## config.mk

```make
export PLATFORM = sky130hd
export DESIGN_NAME = hazard_scoreboard
export DESIGN_NICKNAME = d
export VERILOG_FILES = /design/src/rtl/hazard_scoreboard_pkg.sv /design/src/rtl/hazard_scoreboard_decode.sv /design/src/rtl/hazard_scoreboard.sv
export SDC_FILE = /design/constraint.sdc
export NUM_CORES = 1
export LEC_CHECK = 0
export CAP_MARGIN = 0
export CELL_PAD_IN_SITES_DETAIL_PLACEMENT = 0
export CELL_PAD_IN_SITES_GLOBAL_PLACEMENT = 1
export CORE_UTILIZATION = 33
export DETAILED_ROUTE_END_ITERATION = 16
export PLACE_DENSITY = 0.83
export SLEW_MARGIN = 10
export SYNTH_ARGS = -nofsm -noshare
export SYNTH_HDL_FRONTEND = slang
export SYNTH_SLANG_ARGS = --single-unit
```

## constraint.sdc

```tcl
create_clock -name clk -period 4.2 [get_ports clk]
set_input_delay 1.26 -clock clk [delete_from_list [all_inputs] [get_ports clk]]
set_output_delay 1.26 -clock clk [all_outputs]
set_load 0.1 [all_outputs]
```

## src/rtl/hazard_scoreboard_pkg.sv

```systemverilog
// Shared definitions for the ID-stage hazard/forwarding unit:
// forwarding select codes, Tuse/Tnew values, register field positions, scoreboard record.
package hazard_scoreboard_pkg;

  localparam int REG_W_P    = 5;
  localparam int LINK_REG_P = 31;
  localparam int FWD_W_P    = 2;

  localparam logic [FWD_W_P-1:0] FWD_NONE   = 2'd0;
  localparam logic [FWD_W_P-1:0] FWD_FROM_W = 2'd1;
  localparam logic [FWD_W_P-1:0] FWD_FROM_M = 2'd2;
  localparam logic [FWD_W_P-1:0] FWD_FROM_E = 2'd3;

  localparam logic [1:0] TUSE_0    = 2'd0;
  localparam logic [1:0] TUSE_1    = 2'd1;
  localparam logic [1:0] TUSE_2    = 2'd2;
  localparam logic [1:0] TUSE_NONE = 2'd3;

  localparam logic [1:0] TNEW_0 = 2'd0;
  localparam logic [1:0] TNEW_1 = 2'd1;
  localparam logic [1:0] TNEW_2 = 2'd2;

  localparam int RS_LSB = 21;
  localparam int RT_LSB = 16;
  localparam int RD_LSB = 11;

  typedef struct packed {
    logic [REG_W_P-1:0] rs;
    logic [REG_W_P-1:0] rt;
    logic [REG_W_P-1:0] dest;
    logic [1:0]         tnew;
  } sb_rec_t;

  localparam sb_rec_t SB_BUBBLE = '0;

endpackage

```

## src/rtl/hazard_scoreboard_decode.sv

```systemverilog
// Maps the ID instruction and its class flags to register fields, destination,
// operand use times and result-ready time at E entry. Purely combinational.
module hazard_decode
  import hazard_scoreboard_pkg::*;
#(
  parameter int LINK_REG = LINK_REG_P
) (
  input  logic [31:0]        i_instr,
  input  logic               i_rtype,
  input  logic               i_itype,
  input  logic               i_load,
  input  logic               i_save,
  input  logic               i_beq,
  input  logic               i_jal,
  input  logic               i_jr,
  output logic [REG_W_P-1:0] o_rs,
  output logic [REG_W_P-1:0] o_rt,
  output logic [REG_W_P-1:0] o_dest,
  output logic [1:0]         o_tuse_rs,
  output logic [1:0]         o_tuse_rt,
  output logic [1:0]         o_tnew
);

  logic w_unused_bits;
  assign w_unused_bits = ^{i_instr[31:RS_LSB+REG_W_P], i_instr[RD_LSB-1:0]};

  assign o_rs = i_instr[RS_LSB +: REG_W_P];
  assign o_rt = i_instr[RT_LSB +: REG_W_P];

  always_comb begin
    o_dest    = '0;
    o_tuse_rs = TUSE_NONE;
    o_tuse_rt = TUSE_NONE;
    o_tnew    = TNEW_0;

    if (i_rtype)               o_dest = i_instr[RD_LSB +: REG_W_P];
    else if (i_itype | i_load) o_dest = i_instr[RT_LSB +: REG_W_P];
    else if (i_jal)            o_dest = REG_W_P'(LINK_REG);

    if (i_beq | i_jr)                              o_tuse_rs = TUSE_0;
    else if (i_rtype | i_itype | i_load | i_save)  o_tuse_rs = TUSE_1;

    if (i_beq)       o_tuse_rt = TUSE_0;
    else if (i_rtype) o_tuse_rt = TUSE_1;
    else if (i_save)  o_tuse_rt = TUSE_2;

    // jal's link value is ready as it enters E, so it keeps TNEW_0
    if (i_load)                 o_tnew = TNEW_2;
    else if (i_rtype | i_itype) o_tnew = TNEW_1;
  end

endmodule

```

## src/rtl/hazard_scoreboard.sv

```systemverilog
// ID-stage stall and forwarding-select generation from an internal E/M/W scoreboard
// of in-flight writers; outputs are combinational, scoreboard advances each clock.
module hazard_scoreboard
  import hazard_scoreboard_pkg::*;
#(
  parameter int REG_W    = REG_W_P,
  parameter int LINK_REG = LINK_REG_P,
  parameter int FWD_W    = FWD_W_P
) (
  input  logic             clk,
  input  logic             reset,
  input  logic [31:0]      Instr_ID,
  input  logic             Rtype,
  input  logic             Itype,
  input  logic             load,
  input  logic             save,
  input  logic             beq,
  input  logic             jal,
  input  logic             jr,
  output logic             stall,
  output logic [FWD_W-1:0] FwdRS_ID,
  output logic [FWD_W-1:0] FwdRT_ID,
  output logic [FWD_W-1:0] FwdRS_E,
  output logic [FWD_W-1:0] FwdRT_E,
  output logic [FWD_W-1:0] FwdRT_M
);

  sb_rec_t r_e, r_m, r_w;
  sb_rec_t w_id, w_e_nxt, w_m_nxt, w_w_nxt;
  logic [REG_W-1:0] w_rs, w_rt, w_dest;
  logic [1:0]       w_tuse_rs, w_tuse_rt, w_tnew;

  hazard_decode #(.LINK_REG(LINK_REG)) u_decode (
    .i_instr  (Instr_ID),
    .i_rtype  (Rtype),
    .i_itype  (Itype),
    .i_load   (load),
    .i_save   (save),
    .i_beq    (beq),
    .i_jal    (jal),
    .i_jr     (jr),
    .o_rs     (w_rs),
    .o_rt     (w_rt),
    .o_dest   (w_dest),
    .o_tuse_rs(w_tuse_rs),
    .o_tuse_rt(w_tuse_rt),
    .o_tnew   (w_tnew)
  );

  function automatic logic hazard(input logic [REG_W-1:0] r, input logic [1:0] tuse,
                                  input sb_rec_t s);
    return (tuse != TUSE_NONE) && (r != '0) && (r == s.dest) && (tuse < s.tnew);
  endfunction

  // Nearest matching stage decides; a match still waiting on its result yields
  // FWD_NONE and hides older stages so a stale value is never picked.
  function automatic logic [FWD_W-1:0] fwd_sel(input logic [REG_W-1:0] r,
                                               input sb_rec_t e, input sb_rec_t m,
                                               input sb_rec_t w,
                                               input logic en_e, input logic en_m);
    logic [FWD_W-1:0] sel;
    sel = FWD_NONE;
    if (r == '0)                      sel = FWD_NONE;
    else if (en_e && (e.dest == r))   sel = (e.tnew == TNEW_0) ? FWD_FROM_E : FWD_NONE;
    else if (en_m && (m.dest == r))   sel = (m.tnew == TNEW_0) ? FWD_FROM_M : FWD_NONE;
    else if (w.dest == r)             sel = FWD_FROM_W;
    return sel;
  endfunction

  assign w_id = '{rs: w_rs, rt: w_rt, dest: w_dest, tnew: w_tnew};

  assign stall = hazard(w_rs, w_tuse_rs, r_e) | hazard(w_rt, w_tuse_rt, r_e) |
                 hazard(w_rs, w_tuse_rs, r_m) | hazard(w_rt, w_tuse_rt, r_m);

  assign FwdRS_ID = fwd_sel(w_rs, r_e, r_m, r_w, 1'b1, 1'b1);
  assign FwdRT_ID = fwd_sel(w_rt, r_e, r_m, r_w, 1'b1, 1'b1);
  assign FwdRS_E  = fwd_sel(r_e.rs, r_e, r_m, r_w, 1'b0, 1'b1);
  assign FwdRT_E  = fwd_sel(r_e.rt, r_e, r_m, r_w, 1'b0, 1'b1);
  assign FwdRT_M  = fwd_sel(r_m.rt, r_e, r_m, r_w, 1'b0, 1'b0);

  always_comb begin
    w_e_nxt = stall ? SB_BUBBLE : w_id;
    w_m_nxt = r_e;
    w_m_nxt.tnew = (r_e.tnew == TNEW_0) ? TNEW_0 : r_e.tnew - 2'd1;
    w_w_nxt = r_m;
    w_w_nxt.tnew = TNEW_0;
  end

  always_ff @(posedge clk) begin
    if (!reset) begin
      r_e <= SB_BUBBLE;
      r_m <= SB_BUBBLE;
      r_w <= SB_BUBBLE;
    end else begin
      r_e <= w_e_nxt;
      r_m <= w_m_nxt;
      r_w <= w_w_nxt;
    end
  end

endmodule

```

==> results of run 1 <==
==> Yosys cell counts (all sizes together) (3+ instances only) <==
master	instances	area (sq um)
and2	15	93.84
clkbuf	16	60.06
o21ai	7	35.03
buf	8	67.56
nor3	28	160.2
xor2	33	289.0
a221oi	3	43.80
nor4	3	18.77
or4	4	30.03
inv	5	18.77
nand3	12	60.06
dfxtp	34	680.7
ha	3	37.54
a21oi	9	45.04
nand2	27	101.4
or2	3	18.77
xnor2	21	191.4
nor2	16	62.56
==> sequential cells by signal (all words and copies together) (netlist names) <==
| signal | cells |
|---|---|
| r_e | 17 |
| r_w | 5 |
| r_m | 12 |
==> power groups by stage <==
| stage | Combinational, uW | Sequential (uW) | Clock (uW) |
|---|---|---|---|
| floorplan | 182 | 360 | 0 |
| global placement | 244 | 374 | 0 |
| detailed placement | 247 | 374 | 0 |
| CTS | 250 | 367 | 252 |
| global route | 277 | 370 | 266 |
| finish | 257 | 367 | 246 |
==> metal layers <==
layer / up-vias / routed length (um) / GRT usage [%]
li1: 950 / - / -
met1: 833 / 2556 / 22.30
met2: 41 / 2346 / 27.36
met3: 4 / 251 / 3.846
met4: 0 / 81 / 7.586
met5: - / 0 / 0
==> critical path: stages <==
cell and delay (ns):
clkdlybuf4s15_1 0.22, buf_6 0.15, xor2_1 0.14, nor3_2 0.24
nand3_1 0.16, a221oi_4 0.33, or2_4 0.18, buf_12 0.16
==> final cells by class <==
| class | count | area, sq um | share of cell area [%] |
|---|---|---|---|
| Multi-Input combinational cell | 199 | 1424 | 49.29 |
| Clock inverter | 2 | 12.51 | 0.4331 |
| Tap cell | 75 | 93.84 | 3.248 |
| Timing Repair Buffer | 59 | 576.8 | 19.97 |
| Inverter | 5 | 18.77 | 0.6496 |
| Clock buffer | 6 | 82.58 | 2.858 |
| Sequential cell | 34 | 680.7 | 23.56 |
==> repair_timing <==
| action | in CTS | in global routing |
|---|---|---|
| endpoints found under the hold margin | 0 | 0 |
| resized for setup | 19 | 26 |
| endpoints found under the setup margin | 5 | 5 |
| setup buffers | 1 | 1 |
| pin swaps | 6 | 17 |
==> metrics by stage <==
step | cells | power [uW] | utilization, % | area [sq um] | setup TNS [ns]
after floorplan | 262 | 541.7 | - | 2188 | -0.3738
after global placement | 370 | 618.0 | 44.17 | 2693 | -0.9628
after detailed placement | 370 | 621.4 | 44.17 | 2693 | -1.040
after CTS | 379 | 869.7 | 46.43 | 2830 | -0.02551
after global routing | 380 | 913.9 | 47.39 | 2889 | -0.004867
final | 380 | 870.2 | 47.39 | 2889 | 0
==> worst paths after layout <==
check                     from       to  slack (ns)
hold reg to reg         r_e[0]   r_m[0]        0.48
setup / recovery  Instr_ID[25]    stall        0.09
hold / removal          r_e[0]   r_m[0]        0.48
setup reg to reg        r_m[1]  r_e[14]        2.00
==> placed cells by master, fill, tap and decap left out, drive strengths merged, types with 2 or more instances in the layout <==
master	count
a21oi	9
a221oi	3
a31oi	2
and2	15
and4	2
buf	38
clkbuf	7
clkdlybuf4s15	2
clkdlybuf4s50	10
dfxtp	34
dlygate4sd2	5
dlymetal6s2s	3
ha	3
inv	5
nand2	27
nand3	12
nand4	2
nor2	16
nor3	28
nor4	3
o21ai	7
or2	3
or4	4
xnor2	21
xor2	33
==> logic make-up after synthesis <==
| kind of cell | count (synthesis) |
|---|---|
| and+or+nand+nor | 117 |
| xor gates and xnor gates | 54 |
| DFF | 34 |
| buffers and inverters | 29 |
| AOI/OAI and AO/OA | 23 |
| adders and majority gates | 3 |
| other | 1 |
| muxes | 1 |
==> impl_results.md, run 1 <==
* Die extent in y at 82.50 um
* Netlist cell types at 36
* Number of port buffers at 33
* Fin. max-slew vios at 0
* HPWL Detailed at 3.918 mm
* Final hold violations at 0
* CP Class: input port to output port
* Leakage power at between 0.001 and 0.0015 uW
* Nets@finish at 348
* DRC violations left at 0
* CP arrival at 2.85 ns
* Largest net degree at the start of global routing at 34
* Cell-internal power at 582.5 uW
* Ys Warns at 0
* Hold depth at 1
* Worst-path clk slew at 0.06 ns
* Num CTS Buffers at 5
* Psw at 287.7 uW
* Slew HR at between 20% and 30%
* First-pass GRT wire length at 8.487 mm
* CTS Buffer Depth at 2
* WHS at 0.4814 ns
* Combinational Power Share at 29.5%
* Max-cap viol count at 0
* CTS Sinks at 34
* Via Count at 1,828
* Fin worst setup slack at around 0.094 ns
* Area Overhead vs Synth at 35.11%
* CTS tree: done
* Fmax at approximately 240 MHz
* Hold Buf Count CTS at 0
* Die Wd at 82.50 um
* Required @ worst endpoint at 2.94 ns
* Clk root buf: clkbuf_8
* Clock power share at 28.3%
* Share of layout cells above drive strength 1 at 24.26%
* CP endpoint kind: output port
* Die Footprint at 0.006805 sq mm
* CTS H-tree lvls at 2
* N_diodes at 0
* Yosys reg bits at 34
* Adder-cell share of the synthesized area at about 1.8%
* # fillers at between 500 and 600
* # IOs at 52
* Largest family of logic cells by synthesized area: simple AND/OR/NAND/NOR gates
* Power per cell area at around 300 mW/mm^2
* Drt pass-1 iters at 4
* Area of the core at between 0.006 and 0.007 sq mm
* Number of antenna violations at the first check in global routing at 0
* Syn Inst Count at 262
* CP max FO at 4
* Vias in the first global route at 1,736
* Routed Antenna Nets at 0
* Syn Area/Cell at 8.161 sq um
* Synth Area in Compound Gates at 7.841%
* Mux cell area share after synthesis at 0.5266%
* Xor/xnor share of the synthesized area at between 20% and 30%
* Fin crit period at 4.106 ns
* Final worst-path cycle share at 97.75%
* Total grt overflow at 0
* Switching share of power at 33.06%
* Post-Syn Area at between 0.002 and 0.0025 sq mm
* Placer Congestion at 0.8238
* Crit path launch type: input port
* Post-Route WL at 5.235 mm
* Row Count at 28
* Worst skew pair latency at 0.29 ns
* Routed wire per std cell at 13.78 um
* Pre-CTS WS at -0.3786 ns
* Number of synthesized flops with an enable pin at 0
* Simple-gate area share of the yosys netlist at around 29%
* R2R depth at 10
* Sequential power share at 42.2%
* Status: completed
* Detailed router's first-iteration violation count at 71
* Starting density of the core at 35.08%
* GRT Overall Usage at 17.24%
* Async S/R FF share, synth at 0%
* Vias/cell at 4.811
* Ys flop type: dfxtp_1
* Register area share after synthesis at a little under a third
* Class of the worst hold path: register to register
* Peak supply drop at between 0.0001 and 0.00015 V
* # setup viols final at 0
* Final Skew at ~0.0063 ns
* Syn nets at 306
* Worst Tran Pin Value at 1.080 ns
Power figures use the tool's default switching activity.
==> run 2, diff against run 1 <==
- CORE_MARGIN: unset -> 5
==> run 2 against run 1 <==
  * Largest power group unchanged
  * Global-route usage decreased by 3.7 points
  * Clock skew shrank 0.0026 ns
  * Sequential share of layout area up 0.22 points
  * Combinational power barely moved
  * Maximum frequency shrank 1.6%
  * Non-clock buffer count rose by 2
  * Setup slack got worse by 0.066 ns
  * Via count grew 1.6%
==> impl_results.md, run 2 (synthesized netlist as in run 1, its figures left out) <==
* Slew HR at 34.92% (+7.2 points)
* CP max stage delay at 0.50 ns (+0.17 ns)
* Clock power share at 28.0% (-0.3 points)
* Starting density of the core at 33.87% (-1.2 points)
* Post-Route WL at 5.412 mm (+3.4%)
* Row Count at 29 (+3.6%)
* Drt pass-1 iters at 4 (unchanged)
* Worst Tran Pin Value at 0.9731 ns (-0.1073 ns)
* Routed wire per std cell at 14.09 um (+2.3%)
* Fin. max-slew vios at 0 (unchanged)
* Class of the worst hold path: register to register
* Most used cell, CP: buf_4
* Largest Register: r_e
* HPWL Detailed at 4.121 mm (+5.2%)
* RSZ-0062 raised after global routing: yes
* CP arrival at 2.91 ns (+0.06 ns)
* Setup tns final at 0 ns (unchanged)
* Max-cap viol count at 0 (unchanged)
* Switching share of power at 32.82% (-0.24 points)
* Worst-path clk slew at 0.07 ns (about the same)
* Die Footprint at 0.008189 sq mm (+20%)
* Post-DP Area at 0.002695 sq mm (about the same)
* Crit path max-delay cell type: or4_1
* Final Skew at 0.003651 ns (-0.002640 ns)
* Sequential power share at 42.6% (+0.4 points)
* DRC violations left at 0 (unchanged)
* Most common cell after layout, fill and taps aside: dfxtp_1
* Placer Congestion at 0.8565 (+4.0%)
* Area of the core at 0.006314 sq mm (+3.6%)
* Via Count at 1,857 (+1.6%)
* CP delay by family, top: simple AND/OR/NAND/NOR gates
* # setup viols final at 0 (unchanged)
* Die Wd at 90.50 um (+9.7%)
* Routed Antenna Nets at 0 (unchanged)
* Worst path buffer plus inverter count at 4 (+1)
* Crit path launch type: input port
* Number of port buffers at 33 (unchanged)
* Number of flip-flops in the largest register at 17 (unchanged)
* Fin crit period at 4.172 ns (+0.06612 ns)
* Die extent in y at 90.50 um (+9.7%)
* Final Cell Area at 0.002863 sq mm (-0.91%)
* Top flop regs: r_e (17), r_m (12), r_w (5)
* Status: completed
* CTS Sinks at 34 (unchanged)
* Psw at 283.4 uW (-1.5%)
* Hold Buf Count CTS at 0 (unchanged)
* Nets@finish at 350 (+0.57%)
* Clk root buf: clkbuf_8
* Number of antenna violations at the first check in global routing at 0 (unchanged)
* Power consumption at 863.5 uW (-0.76%)
* # IOs at 52 (unchanged)
* Power per cell area at 301.7 mW/mm^2 (+0.15%)
* Most frequent cells in the layout: 34 x dfxtp_1, 33 x xor2_1, 33 x buf_4, 27 x nand2_1, 24 x nor3_1
* Total grt overflow at 0 (unchanged)
* Share of layout cells above drive strength 1 at 25.08% (+0.82 points)
* Peak supply drop at 0.0001335 V (-4.8%)
* Vias/cell at 4.836 (+0.53%)
* N_diodes at 0 (unchanged)
* Detailed router's first-iteration violation count at 106 (+49%)
* Area Overhead vs Synth at 33.88%
* Final worst-path cycle share at 99.32% (+1.6 points)
* Required @ worst endpoint at 2.94 ns (about the same)
* WHS at 0.4630 ns (-0.01840 ns)
* CTS Buffer Depth at 2 (unchanged)
* CP Class: input port to output port
* Critical path, cell by cell: dlygate4sd2_1 -> buf_4 -> or4_1 -> nor2_1 -> buf_4 -> a221oi_4 -> or2_4 -> buf_12
* CTS H-tree lvls at 2 (unchanged)
* CP max FO at 4 (unchanged)
* GRT Overall Usage at 13.52% (-3.7 points)
* Vias in the first global route at 1,855 (+6.9%)
* Final hold violations at 0 (unchanged)
* CP endpoint kind: output port
* # fillers at 669 (+12%)
* Reg area at 680.7 sq um (unchanged)
* Fmax at 239.7 MHz (-1.6%)
* Worst skew pair latency at 0.28 ns (about the same)
* Combinational Power Share at 29.4% (about the same)
* Largest net degree at the start of global routing at 34 (unchanged)
* Leakage power at 0.001224 uW (-1.5%)
* First-pass GRT wire length at 9.094 mm (+7.2%)
* Num CTS Buffers at 5 (unchanged)
* Multi-input gate area at 0.001420 sq mm (-0.26%)
* CTS tree: done
* Cell-internal power at 580.2 uW (-0.40%)
## run 2: changes by cell type in the layout (fill, tap and decap cells not counted), sizes merged
cell           before  now
clkinvlp            1    0
dlygate4sd2         5    8
clkbuf              7   10
dlymetal6s2s        3    1
clkdlybuf4s50      10   11
clkdlybuf4s15       2    0
## run 2: worst paths after layout
path             to          from  cells after the start  slack, ns
min reg2reg  r_m[0]        r_e[0]                      1       0.46
min          r_m[0]        r_e[0]                      1       0.46
max reg2reg  r_e[9]        r_m[1]                     10       1.95
max           stall  Instr_ID[23]                      8       0.03
## run 2: metrics by stage
step / instances / util, % / worst slack (ns)
4_1_cts: 381 / 44.73 / -0.06621
6_report: 384 / 45.34 / 0.02837
2_1_floorplan: 262 / - / -0.3056
5_1_grt: 384 / 45.34 / -0.03341
3_5_place_dp: 372 / 42.69 / -0.3732
3_3_place_gp: 372 / 42.69 / -0.3477
## run 2: layout make-up
class | instances | area share, %
Clock buffer | 7 | 3.016
Clock inverter | 1 | 0.1748
Inverter | 5 | 0.6556
Multi-Input combinational cell | 199 | 49.61
Sequential cell | 34 | 23.78
Tap cell | 77 | 3.365
Timing Repair Buffer | 61 | 19.41
## run 2: routing by layer
metal / track usage (%) / share of wire, %
met5: 0 / 0
met3: 2.250 / 3.7
met1: 17.86 / 46
met2: 21.85 / 48
met4: 5.211 / 2.1
## run 2: worst register-to-register path: cells and delay by family, from the launching register on
| family | cells | cell delay, ns |
|---|---|---|
| compound gates | 2 | 0.48 |
| fa+ha+maj | 1 | 0.26 |
| buf+inv | 4 | 0.57 |
| flops | 1 | 0.45 |
| simple gates | 3 | 0.37 |
## run 2: power groups by stage
stage                     Sequential, uW  Combinational (uW)  Clock (uW)
after floorplan                      360                 182           0
after global placement               374                 244           0
after detailed placement             375                 247           0
after CTS                            367                 250         248
after global routing                 370                 277         260
final                                368                 254         242
## run 2: timing repair
item / in CTS / in global routing
gates resized for setup: 19 / 12
endpoints found under the setup margin: 5 / 4
buffers inserted: 1 / 3
cloned: 0 / 0
pin swaps: 9 / 13
==> run 3, diff against run 2 <==
- ABC_AREA: unset -> 0
==> results of run 3 <==
The final DEF is identical to that of run 2; final timing and power are the same.
